## config.mk

```make
export PLATFORM = sky130hd
export DESIGN_NAME = mux_scan_ctrl_flat
export DESIGN_NICKNAME = d
export VERILOG_FILES = /design/src/rtl/mux_scan_ctrl_if.sv /design/src/rtl/mux_scan_ctrl.sv /design/src/flat_wrapper.sv
export SDC_FILE = /design/constraint.sdc
export NUM_CORES = 1
export LEC_CHECK = 0
export CORE_MARGIN = 10
export CORE_UTILIZATION = 53
export DETAILED_ROUTE_END_ITERATION = 12
export PLACE_DENSITY = 0.84
export SLEW_MARGIN = 20
export SYNTH_ARGS = -nofsm -noshare
export SYNTH_HDL_FRONTEND = slang
export SYNTH_SLANG_ARGS = --single-unit
```

## constraint.sdc

```tcl
create_clock -name clk -period 2.3 [get_ports clk]
set_input_delay 0.69 -clock clk [delete_from_list [all_inputs] [get_ports clk]]
set_output_delay 0.69 -clock clk [all_outputs]
set_load 0.01 [all_outputs]
```

## src/rtl/mux_scan_ctrl_if.sv

```systemverilog
// mux_scan_ctrl_if: start/select/sample/snapshot signals between the scan sequencer, the 4:1 mux and downstream
interface mux_scan_ctrl_if;
  logic       start;
  logic       y;
  logic [1:0] sel;
  logic       busy;
  logic [3:0] snap;
  logic       snap_valid;
  logic       snap_ready;
  modport master (input start, y, snap_ready, output sel, busy, snap, snap_valid);
  modport slave (output start, y, snap_ready, input sel, busy, snap, snap_valid);
endinterface

```

## src/rtl/mux_scan_ctrl.sv

```systemverilog
// mux_scan_ctrl: steps a 4:1 mux select with a per-channel dwell and assembles a 4-bit snapshot; MUX_SCAN_CONT_EN enables continuous rescanning
module mux_scan_ctrl #(
  parameter int DWELL = 2
) (
  input logic clk,
  input logic rst,
  mux_scan_ctrl_if.master bus
);
  typedef enum logic [1:0] {S_IDLE, S_DWELL, S_CAPTURE, S_HOLD} state_t;
  localparam logic [7:0] CNT_INIT = 8'(DWELL - 1);
  state_t     state;
  logic [7:0] cnt;
  logic [1:0] ch;
  logic [3:0] acc;
  always_ff @(posedge clk) begin
    if (rst) begin
      state          <= S_IDLE;
      cnt            <= '0;
      ch             <= '0;
      acc            <= '0;
      bus.sel        <= '0;
      bus.busy       <= 1'b0;
      bus.snap       <= '0;
      bus.snap_valid <= 1'b0;
    end else begin
      case (state)
        S_IDLE: if (bus.start) begin
          state    <= S_DWELL;
          ch       <= '0;
          cnt      <= CNT_INIT;
          bus.sel  <= '0;
          bus.busy <= 1'b1;
        end
        S_DWELL: if (cnt != 8'd0) cnt <= cnt - 8'd1;
          else state <= S_CAPTURE;
        S_CAPTURE: begin
          acc[ch] <= bus.y;
          if (ch != 2'd3) begin
            state   <= S_DWELL;
            ch      <= ch + 2'd1;
            bus.sel <= ch + 2'd1;
            cnt     <= CNT_INIT;
          end else begin
            // Last bit comes straight from y since acc[3] only lands this edge
            state          <= S_HOLD;
            bus.snap       <= {bus.y, acc[2:0]};
            bus.snap_valid <= 1'b1;
          end
        end
        S_HOLD: if (bus.snap_ready) begin
          bus.snap_valid <= 1'b0;
          bus.sel        <= '0;
          ch             <= '0;
`ifdef MUX_SCAN_CONT_EN
          state          <= S_DWELL;
          cnt            <= CNT_INIT;
`else
          state          <= S_IDLE;
          bus.busy       <= 1'b0;
`endif
        end
        default: state <= S_IDLE;
      endcase
    end
  end
endmodule
```

## src/flat_wrapper.sv

```systemverilog
// flat-port wrapper written by rule: the top's interface ports become plain ports
module mux_scan_ctrl_flat 
#(
  parameter int DWELL = 2
)
  (clk, rst, bus_start, bus_y, bus_snap_ready, bus_sel, bus_busy, bus_snap, bus_snap_valid);
  mux_scan_ctrl_if bus_i ();
  input logic clk;
  input logic rst;
  input wire logic [$bits(bus_i.start)-1:0] bus_start;
  input wire logic [$bits(bus_i.y)-1:0] bus_y;
  input wire logic [$bits(bus_i.snap_ready)-1:0] bus_snap_ready;
  output wire logic [$bits(bus_i.sel)-1:0] bus_sel;
  output wire logic [$bits(bus_i.busy)-1:0] bus_busy;
  output wire logic [$bits(bus_i.snap)-1:0] bus_snap;
  output wire logic [$bits(bus_i.snap_valid)-1:0] bus_snap_valid;
  assign bus_i.start = bus_start;
  assign bus_i.y = bus_y;
  assign bus_i.snap_ready = bus_snap_ready;
  assign bus_sel = bus_i.sel;
  assign bus_busy = bus_i.busy;
  assign bus_snap = bus_i.snap;
  assign bus_snap_valid = bus_i.snap_valid;
  mux_scan_ctrl #(.DWELL(DWELL)) u_core (.clk(clk), .rst(rst), .bus(bus_i));
endmodule
```

[Word level (Yosys, flattened, before mapping)]
Cells that the tools add are included.
W data, S select, Z words.
Word-level totals
  flip-flop bits (word level): 22
  latch bits: 0
  RAM bits: 0
  memory bits (read-only): 0
  input port bits: 5
  output and inout bits: 8
  word-level logic and storage cells: 55
  memories: 0
Cells by class
  add/sub/neg operators: 2
  multiply operators: 0
  div/mod/pow operators: 0
  $lt $le $gt $ge: 2
  equal/unequal tests: 10
  shift operators: 0
  mux-type cells: 20
  bitwise logic cells: 1
  reduce and logical (&&, ||, !) cells: 13
Operators by type and width (count)
  $mux W8: 3
  $pmux W8 S3: 1
  $mux W2: 6
  $ne A2 B2 Y1 const B: 5
  $reduce_and A3 Y1: 3
  $pmux W2 S4: 1
  $reduce_and A4 Y1: 2
  $reduce_bool A8 Y1: 1
  $sub A8 B1 Y8 const B: 1
  $pmux W2 S3: 1
  $reduce_bool A3 Y1: 2
  $bwmux W4: 1
  $eq A2 B2 Y1 const B: 2
  $mux W1: 4
  $ne A2 B1 Y1 const B: 2
  $pmux W1 S2: 2
  $reduce_bool A2 Y1: 2
  $lt A2 B3 Y1 const B: 1
  $add A2 B1 Y2 const B: 1
  $demux W1 S2: 1
  $eq A2 B1 Y1 const B: 1
  $ge A2 B1 Y1 const B: 1
  $logic_not A2 Y1: 1
  $reduce_and A2 Y1: 1
  2 further kinds: 2

[Longest topological paths before layout]
  depth after elaboration: 5
  gate-level depth with buffers: 7
  gate-level depth less buffers: 6

[Worst setup path after synthesis]
OpenSTA, ideal clock, no wires.
  path type: reg2reg
  from: register u_core.cnt[0]
  to: register u_core.cnt[7]
  library setup time: 0.071 ns
  arrival: 1.672 ns
  required time: 2.229 ns
  path slack: 0.557 ns
  stages on the path, launching flop included: 8
  path buffers: 1
  clock period less this slack: 1.743 ns
  cell sequence: dfxtp_1 -> inv_1 -> ha_1 -> or3b_2 -> clkbuf_1 -> o2111ai_1 -> or4_1 -> a21oi_1
On the way
  word-level cells in the longest chain between the ends: 3
  elaborated cells on any way between the ends: 6
  those cells by class: add/sub: 1; eq/ne: 1; mux: 2; reduce/logical: 2
RTL lines
  start, declared: RTL line mux_scan_ctrl.sv:12  | logic [7:0] cnt;
  start signal, assigned: RTL line mux_scan_ctrl.sv:34  | S_DWELL: if (cnt != 8'd0) cnt <= cnt - 8'd1;
  $sub A8 B1 Y8 / $reduce_bool A8 Y1 (equally long branches): RTL line mux_scan_ctrl.sv:34
  $mux W8 / $ne A2 B1 Y1 (equally long branches)
  $pmux W8 S3 / $reduce_and A4 Y1 (equally long branches)
Several ways; a longest one is shown, not always the timed one. The select of a mux whose other input is x is not followed.
A chain may end at the register's enable or synchronous reset.

==> reports/results.txt <==
Setup tns final -> 0 ns
Dpl cell area -> 1150 µm²
Count of state elements after synthesis -> 21
Initial cell density of the core -> 57.4%
DP HPWL -> 1.46 mm
Largest family of logic cells by synthesized area -> simple AND/OR/NAND/NOR gates
Synth warnings -> 0
First-pass GRT wire length -> 3.64 mm
Slew Viols, Final -> 0
Hold crit path type -> flip-flop to flip-flop
Wire per inst -> 12.1 µm
IO Pins -> 13
Final hold vios -> 0
Gr usage total -> 10.4%
Flop pwr share -> 55.8%
Commonest non-fill, non-tap cell in the layout -> dfxtp_1
Post-route cell area -> 1180 µm²
Largest net degree at the start of global routing -> 14
Layout area overhead -> 15.0%
Core area -> 1780 µm²
Clock share of power -> 23.3%
IO Port Bufs -> 12
Vias in the first global route -> 853
ANT cells -> 0
Hold-critical path depth -> 2
Post-CTS setup buffers -> 0
WP data required -> 1.61 ns
Worst VDD drop -> 0.602 mV
P per Cell Area -> 625 nW/µm²
Syn Nets -> 136
Post-cts sizing count -> 0
Top Family by Delay on Critical Path -> buffers and inverters
Arrival @ worst endpoint -> 1.34 ns
Relative slew slack -> 58.5%
Max Clock Freq -> 0.492 GHz
Final period utilization -> 88.4%
Ratio of cells with drive above 1 in the final layout -> 4.48%
Setup Skew -> 0.00584 ns
CP Capture Type -> primary output
Leakage power -> 0.406 nW
Kind of critical path -> flip-flop to primary output
CTS buffer count -> 3
Sw frac -> 29.6%
Critical path buffer and inverter count -> 1
CTS tree -> done
Power share of the combinational group -> 20.9%
Worst-path clk slew -> 0.11 ns
Critical path fanouts, max -> 6
Hold buffer count at CTS -> 0
Layout fillers -> 157
Num rows -> 15
RSZ-0062 raised after global routing -> false
Most frequent cells in the layout -> 21 x dfxtp_1, 15 x a21oi_1, 14 x nand2_1, 12 x clkdlybuf4s50_1, 10 x nor2_1
Sequential cell area fraction in the yosys report -> 41.1%
Worst-margin pin slew -> 0.622 ns
Vias -> 867
Critical path's slowest cell -> clkdlybuf4s50_1
Yosys cell types -> 32
XOR/XNOR Fraction of Synth Area -> 4.28%
Register area -> 420 µm²
Clock Latency Late Sink -> 0.30 ns
WP depth -> 1
P_int -> 0.000517 W
Final min period -> 2.03 ns
CP max stage delay -> 0.59 ns
DR iter-0 viols -> 21
Synth Area in Compound Gates -> 19.8%
Post-Synth Simple-Gate Area -> 22.1%
Total routed wirelength -> 1.93 mm
Die area -> 4090 µm²
Multi-input logic area -> 548 µm²
Adder-cell share of the synthesized area -> 7.33%
H-tree depth -> 1
CP Launch Type -> flip-flop
MaxCap Viol Count -> 0
Routed Antenna Nets -> 0
P_sw -> 0.000218 W
Initial antenna violation count -> 0
Mux share of post-synthesis cell area -> 0%
Post-Synthesis Cells -> 125
Syn Area/Cell -> 8.19 µm²
Clock sink total -> 21
Reg2reg path depth -> 6
Drt drc -> 0
RD Place Congestion -> 0.768
Setup Viol. Count Final -> 0
Core Util, Final -> 66.0%
GRT overflow -> 0
Post-Syn Area -> 1020 µm²
Pre-Repair DR Iteration Count -> 4
Post-layout net count -> 146
Clk root buf -> clkbuf_4
Die W -> 63.9 µm
Longest Clk Path Bufs -> 2
Status -> completed
Die Y -> 63.9 µm
Vias/cell -> 5.45
CP cell instances -> clkdlybuf4s50_1
## stage by stage
stage	hold WS [ns]	setup slack, ns	power [W]	std cells
6_report	0.459	0.266	0.000735	159
3_3_place_gp	0.442	0.415	0.000565	155
5_1_grt	0.481	0.178	0.000787	159
2_1_floorplan	0.437	0.557	0.000533	125
3_5_place_dp	0.445	0.383	0.000571	155
4_1_cts	0.461	0.249	0.000743	159
## flip-flops by register name (all words and copies together), names as in the netlist
register / flops
u_core.ch: 2
u_core.cnt: 8
u_core.bus.busy: 1
u_core.bus.snap: 4
u_core.state: 2
u_core.bus.snap_valid: 1
u_core.acc: 3
## power groups by stage
stage | clock, W | sequential, W | combinational [W]
floorplan | 0 | 0.000408 | 0.000125
global placement | 0 | 0.000418 | 0.000147
detailed placement | 0 | 0.000418 | 0.000153
CTS | 0.000179 | 0.000409 | 0.000154
global route | 0.000198 | 0.000414 | 0.000174
finish | 0.000172 | 0.000410 | 0.000153
## cells in the mapped netlist
master	instances	area share, %
inv_1	6	2.2
xor2_1	4	3.4
buf_2	1	0.49
o21ai_0	4	2.0
a2111o_1	1	1.1
nor4_1	1	0.61
nand3_1	8	3.9
a21oi_1	15	7.3
o211ai_1	3	2.2
nor3b_1	1	0.73
nand2_1	14	5.1
nand4_1	1	0.61
and3_1	1	0.61
o2111ai_1	1	0.86
o21a_1	2	1.5
o31ai_1	1	0.73
ha_1	6	7.3
xnor2_1	1	0.86
a211oi_1	1	0.73
or4_1	2	1.5
a2bb2oi_1	1	0.86
nor2_1	10	3.7
o41ai_1	1	0.86
o32ai_1	2	1.7
dfxtp_1	21	41
clkbuf_2	1	0.49
and2b_1	1	0.73
nor2b_1	1	0.61
nor3_1	4	2.0
clkbuf_1	6	2.2
nand2b_1	2	1.2
or3b_2	1	0.86
## layer usage
layer	wire length (µm)	global-route usage (%)	part of all wire, %
met5	0	0	0
met4	19	2.46	0.99
met3	123	4.53	6.4
met2	881	17.5	46
met1	903	11.9	47
## cell families (layout without fill, tap and decap cells)
logic type,after synthesis,count (layout)
AND/OR/NAND/NOR,47,47
AO/OA/AOI/OAI,32,32
flip-flops,21,21
buffers and inverters,14,23
adder cells (fa/ha/maj),6,6
XOR/XNOR,5,5
## final timing paths
| check | start | to | slack, ns |
|---|---|---|---|
| setup / recovery | u_core.ch[0] | bus_sel[0] | 0.27 |
| hold / removal | u_core.bus.snap[1] | u_core.bus.snap[1] | 0.46 |
| setup reg to reg | u_core.cnt[0] | u_core.cnt[5] | 0.49 |
| hold reg to reg | u_core.bus.snap[1] | u_core.bus.snap[1] | 0.46 |
## area by class of cell
type / count / area share, %
multi-input cells: 90 / 46.5
clock inverters: 1 / 0.425
repair buffers: 13 / 10.8
well taps: 25 / 2.66
clock buffers: 3 / 1.91
flip-flops and latches: 21 / 35.7
inverters: 6 / 1.91
Power figures use the tool's default switching activity.
